## src/rtl/cpu_controller.sv

```systemverilog
// Instruction register, decoder and Moore sequencer for the datapath: one instruction per start,
// each phase (read A, read B, execute, write back) taking one clock.
module cpu_controller #(
    parameter logic [15:0] IR_RESET = 16'h0000
) (
    input  logic        clk,
    input  logic        reset_n,
    input  logic [15:0] in,
    input  logic        load,
    input  logic        s,
    output logic        w,
    output logic        ill,
    output logic [2:0]  readnum,
    output logic [2:0]  writenum,
    output logic [1:0]  vsel,
    output logic        write,
    output logic        loada,
    output logic        loadb,
    output logic        loadc,
    output logic        loads,
    output logic        asel,
    output logic        bsel,
    output logic [1:0]  shift,
    output logic [1:0]  ALUop,
    output logic [15:0] sximm8,
    output logic [15:0] sximm5
);

    typedef enum logic [2:0] {
        StWait   = 3'd0,
        StDecode = 3'd1,
        StGetA   = 3'd2,
        StGetB   = 3'd3,
        StExec   = 3'd4,
        StWrReg  = 3'd5,
        StWrImm  = 3'd6
    } state_e;

    state_e      state_q, state_d;
    logic [15:0] ir_q;

    logic [2:0] op3, rn, rd, rm;
    logic [1:0] op, sh;
    logic       is_mov_imm, is_mov_reg, is_alu, is_cmp, is_mvn;

    assign op3 = ir_q[15:13];
    assign op  = ir_q[12:11];
    assign rn  = ir_q[10:8];
    assign rd  = ir_q[7:5];
    assign sh  = ir_q[4:3];
    assign rm  = ir_q[2:0];

    assign is_mov_imm = (op3 == 3'b110) && (op == 2'b10);
    assign is_mov_reg = (op3 == 3'b110) && (op == 2'b00);
    assign is_alu     = (op3 == 3'b101);
    assign is_cmp     = is_alu && (op == 2'b01);
    assign is_mvn     = is_alu && (op == 2'b11);

    assign sximm8 = {{8{ir_q[7]}}, ir_q[7:0]};
    assign sximm5 = {{11{ir_q[4]}}, ir_q[4:0]};

    always_ff @(posedge clk or negedge reset_n) begin
        if (!reset_n) begin
            state_q <= StWait;
            ir_q    <= IR_RESET;
        end else begin
            state_q <= state_d;
            // IR only moves while idle so it stays stable across an instruction
            if (load && (state_q == StWait)) begin
                ir_q <= in;
            end
        end
    end

    always_comb begin
        state_d  = StWait;
        w        = 1'b0;
        ill      = 1'b0;
        readnum  = 3'b000;
        writenum = 3'b000;
        vsel     = 2'b00;
        write    = 1'b0;
        loada    = 1'b0;
        loadb    = 1'b0;
        loadc    = 1'b0;
        loads    = 1'b0;
        asel     = 1'b0;
        bsel     = 1'b0;
        shift    = 2'b00;
        ALUop    = 2'b00;

        case (state_q)
            StWait: begin
                w       = 1'b1;
                state_d = s ? StDecode : StWait;
            end
            StDecode: begin
                if (is_mov_imm) begin
                    state_d = StWrImm;
                end else if (is_mov_reg || is_mvn) begin
                    state_d = StGetB;
                end else if (is_alu) begin
                    state_d = StGetA;
                end else begin
                    ill     = 1'b1;
                    state_d = StWait;
                end
            end
            StGetA: begin
                readnum = rn;
                loada   = 1'b1;
                state_d = StGetB;
            end
            StGetB: begin
                readnum = rm;
                loadb   = 1'b1;
                state_d = StExec;
            end
            StExec: begin
                shift   = sh;
                loadc   = 1'b1;
                asel    = is_mov_reg || is_mvn;
                ALUop   = is_alu ? op : 2'b00;
                loads   = is_cmp;
                state_d = is_cmp ? StWait : StWrReg;
            end
            StWrReg: begin
                writenum = rd;
                vsel     = 2'b00;
                write    = 1'b1;
                state_d  = StWait;
            end
            StWrImm: begin
                writenum = rn;
                vsel     = 2'b10;
                write    = 1'b1;
                state_d  = StWait;
            end
            default: state_d = StWait;
        endcase
    end

endmodule

```

## config.mk

```make
export PLATFORM = sky130hd
export DESIGN_NAME = cpu_controller
export DESIGN_NICKNAME = d
export VERILOG_FILES = /design/src/rtl/cpu_controller.sv
export SDC_FILE = /design/constraint.sdc
export NUM_CORES = 1
export LEC_CHECK = 0
export ABC_CLOCK_PERIOD_IN_PS = 2000
export CORE_MARGIN = 5
export CORE_UTILIZATION = 38
export CTS_CLUSTER_SIZE = 14
export DETAILED_ROUTE_END_ITERATION = 7
export GPL_TIMING_DRIVEN = 0
export PLACE_DENSITY = 0.79
export SLEW_MARGIN = 10
export SYNTH_ARGS = -nofsm -noshare
export SYNTH_HDL_FRONTEND = slang
export SYNTH_SLANG_ARGS = --single-unit
```

## constraint.sdc

```tcl
create_clock -name clk -period 2 [get_ports clk]
set_input_delay 0.3 -clock clk [delete_from_list [all_inputs] [get_ports clk]]
set_output_delay 0.3 -clock clk [all_outputs]
set_load 0.01 [all_outputs]
```

**After elaboration in Yosys (flattened, before gate mapping)**

Cells that the tools add are included.

- Register bits: 19
- Bits in latches: 0
- RAM bits: 0
- Bits in read-only memories: 0
- Input port bits: 20
- Output and inout port bits: 53
- Word-level logic and storage cells: 45
- Memories kept: 0

- Add/subtract/negate cells: 0
- $mul: 0
- Div/mod/pow operators: 0
- Magnitude comparators: 0
- Equality and inequality tests: 11
- Shift-type cells: 0
- Multiplexer cells: 23
- Bitwise logic cells: 0
- Reduce and logical (&&, ||, !) cells: 9

Operator list:

| operator | count |
|---|---|
| $eq A3 B3 Y1 const B | 5 |
| $pmux W3 S5 | 1 |
| $mux W1 | 12 |
| $mux W2 | 6 |
| $pmux W3 S2 | 2 |
| $eq A3 B2 Y1 const B | 2 |
| $mux W3 | 2 |
| $logic_and A1 B1 Y1 | 5 |
| $eq A2 B2 Y1 const B | 2 |
| $eq A3 B1 Y1 const B | 1 |
| $logic_not A3 Y1 | 1 |
| $eq A2 B1 Y1 const B | 1 |
| $logic_not A2 Y1 | 1 |
| $reduce_or A2 Y1 | 1 |
| $logic_or A1 B1 Y1 | 1 |

**Depth between registers and ports, before layout**

- Depth in word-level cells: 6
- Mapped depth: 5

**Least setup slack after synthesis**

Ideal clock, no wire load.

- Kind: reg-to-output
- From: register state_q[1]
- To: output port loads
- Data arrival time: 1381 ps
- Data required time: 1700 ps
- Path slack: 319 ps
- Stages on the path, launching flop included: 5
- Buffers on the path: 1
- Cells stage by stage: dfrtp_1 buf_2 nor3b_2 and4_1 nor2b_1

- Word-level cells in the longest chain between the ends: 2

RTL lines:

| what | RTL line | RTL |
|---|---|---|
| start: declaration | 39 | `state_e state_q, state_d;` |
| start signal: assignment | 64 | `state_q <= StWait;` |
| start signal: assignment | 67 | `state_q <= state_d;` |
| $eq A3 B3 Y1 | 92 | `case (state_q)` |
| $mux W1 | 92 |  |
| end: declaration | 20 | `output logic loads,` |

No other way between the ends.

**Final worst setup path**

- From: register ir_q[12]
- To: output port asel

- Word-level cells in the longest chain between the ends: 4
- Elaborated cells between the ends (all ways): 6
- Classes of those cells: 1 x eq/ne; 1 x mux; 4 x reduce/logical

RTL lines:

| what | RTL line | RTL |
|---|---|---|
| start: declaration | 40 | `logic [15:0] ir_q;` |
| start signal: assignment | 70 | `ir_q <= in;` |
| $eq A2 B2 Y1 / $logic_not A2 Y1 (equally long branches) | 57, 54 |  |
| $logic_and A1 B1 Y1, on equally long branches | 57, 54 |  |
| $logic_or A1 B1 Y1 (*) | 122 | `asel = is_mov_reg \|\| is_mvn;` |
| $mux W1 (*) | 92 |  |
| end: declaration | 21 | `output logic asel,` |

Mark *: on every way between the ends. The rest lies on a longest branch, timed or not.

==> run metrics <==
fin crit share=96.8%; Root Driver=clkbuf_4; Routed WL per cell=14.0 um; Pwr per Cell Area=1510 nW/um2; #FFs+latches synth=19; via count=1,131; Critical Path Source=ir_q[12]$_DFFE_PN0P_; Hold WC Path Type=in2async; global route overflow=0; Avg Cell Area, Syn=10.7 um2; share of cells above drive strength 1=38.4%; RSZ-0062 raised after global routing=yes; largest stage delay on the critical path=0.47 ns; Ys Warns=0; num rows=21; ANT nets after route=0; Fin. Hold Viols=0; Critical Path Fanout Max=7; synthesized area=1300 um2; commonest non-fill, non-tap cell in the layout=clkdlybuf4s50_1; Placeable Area=3340 um2; initial DRC count=27; CP Capture Type=primary output; Synth area leader=dfrtp_1; first-pass GRT wire length=5.21 mm; total power=3290 uW; Relative slew margins=42.8%; Area Growth Syn to Fin=67.2%; Finish-stage setup viols=0; antenna violations before repair=0; min cycle time layout=1.94 ns; Final Max Tran Viols=0; IO Pins=73; RePlAce Congestion=0.839; outcome=completed; TritonCTS buffer count=3; most frequent CP cell=nor4b_2; placed cell areas=2070 um2; layout filler cell count=282; drt pass-1 iters=4; final HPWL from detailed placement=2.77 mm; vias in the first global route=1,106; die height=68.6 um; Max VDD drop=0.000642 V; startpoint types=flip-flop; All-Layer GR Usage=14.8%; H-tree Lvls=1; slowest CP cell=dfrtp_2; Worst Path Arrival=1.64 ns; crit path cell chain=nor4b_2 -> o21ai_1 -> nor4b_2 -> buf_2; CTS clk-pin slew, worst paths=0.11 ns; commonest cells after routing, fill and taps aside=clkdlybuf4s50_1, buf_4, dfrtp_1; critical path class=reg2out; Synth area leaders=dfrtp_1, buf_4, mux2_4; worst-margin pin slew=0.855 ns; drt total wl=3.48 mm; crit-path leading delay family=simple AND/OR/NAND/NOR gates; Buffers & Inverters on Critical Path=1; largest net degree at the start of global routing=20; Die Width=68.6 um; Max Cap Viol=0; Inst Count DP=239; clock tree sinks=19; Seq/Total Area, Yosys=36.5%; initial core utilization=39.1%; DR vias/cell=4.54; clk_lat worst skew=0.30 ns; fin cells=249; CTS tree=done; leakage=0.00105 uW; Final #Nets=224; Netlist cell types=29; CP required=1.70 ns; share of the synthesized area in the top cell type=36.5%; n_diodes=0; Hold Slack=0.469 ns; maximum clock path buffer count=2; Die ar.=4700 um2; Post-route DRC=0; IO buf count=70; worst reg2reg startpoint=state_q[0]$_DFF_PN0_; fin area=2180 um2; skew final=0.0139 ns; Cells after Synth=122; Max Fclk=0.517 GHz
## area by class of cell
type                    count  area [um2]  share of cell area, %
flip-flops and latches     19         479                   22.0
plain buffers              39         304                   13.9
clock inverters             1        5.00                  0.230
clock buffers               3        22.5                   1.03
inverters                   1        3.75                  0.172
multi-input cells          64         576                   26.4
repair buffers             76         732                   33.6
well taps                  46        57.6                   2.64
## kinds of logic (layout without fill, tap and decap cells)
family,after synthesis,count (layout),synth area share [%]
simple gates,31,31,15.8
mux,19,19,18.7
buf+inv,40,120,22.6
compound gates,12,12,6.05
other cells,1,2,0.288
flops,19,19,36.5
## through the flow
stage | setup WS (ns) | setup TNS (ns) | util, %
6_report | 0.0639 | 0 | 65.3
5_1_grt | -0.0872 | -0.160 | 65.3
4_1_cts | 0.00475 | 0 | 64.6
3_5_place_dp | -0.126 | -0.215 | 61.9
3_3_place_gp | -0.103 | -0.174 | 61.9
2_1_floorplan | 0.319 | 0 | -
## worst paths after layout
path	to	cells after the start	slack, ns
worst max-delay path	asel	4	0.06
worst min-delay path	ir_q[2]$_DFFE_PN0P_	1	0.47
worst max register to register	ir_q[0]$_DFFE_PN0P_	6	0.32
worst min register to register	ir_q[5]$_DFFE_PN0P_	1	0.56
max in group asynchronous	ir_q[4]$_DFFE_PN0P_	1	0.95
min in group clk	ir_q[5]$_DFFE_PN0P_	1	0.56
## sequential cells by signal, indices dropped and copies added, names as in the netlist
signal / flops
ir_q: 16
state_q: 3
## synthesized netlist by cell type (all sizes together)
master  number
nor2         6
inv          1
nand2b       3
o32ai        1
conb         1
nand4b       1
o21ai        5
mux2i        3
nor3         1
dfrtp       19
and4         2
clkbuf       1
nor3b        4
a31oi        1
and4b        1
a22oi        3
mux2        16
o311ai       1
a21boi       1
and2         3
buf         38
nand2        1
nor4b        2
nor2b        7
## routing by layer
layer / vias up / share of wire, % / GRT usage [%]
met4: 0 / 0.86 / 2.98
met5: - / 0 / 0
li1: 544 / - / -
met3: 2 / 8.2 / 3.89
met2: 49 / 53 / 27.2
met1: 536 / 38 / 17.2
## report_power, final
part	total [uW]	internal (uW)	switching (uW)
registers	827	574	252
clock network	192	74.6	117
logic	2270	1500	773
## repair_timing
item                       4_1_cts  5_1_grt
buffers inserted                 5        2
resized for setup               35       14
hold buffers                     0        0
pin swaps                        5        4
setup endpoints to repair       18       25
No activity file was read; power rests on OpenSTA's default activity.
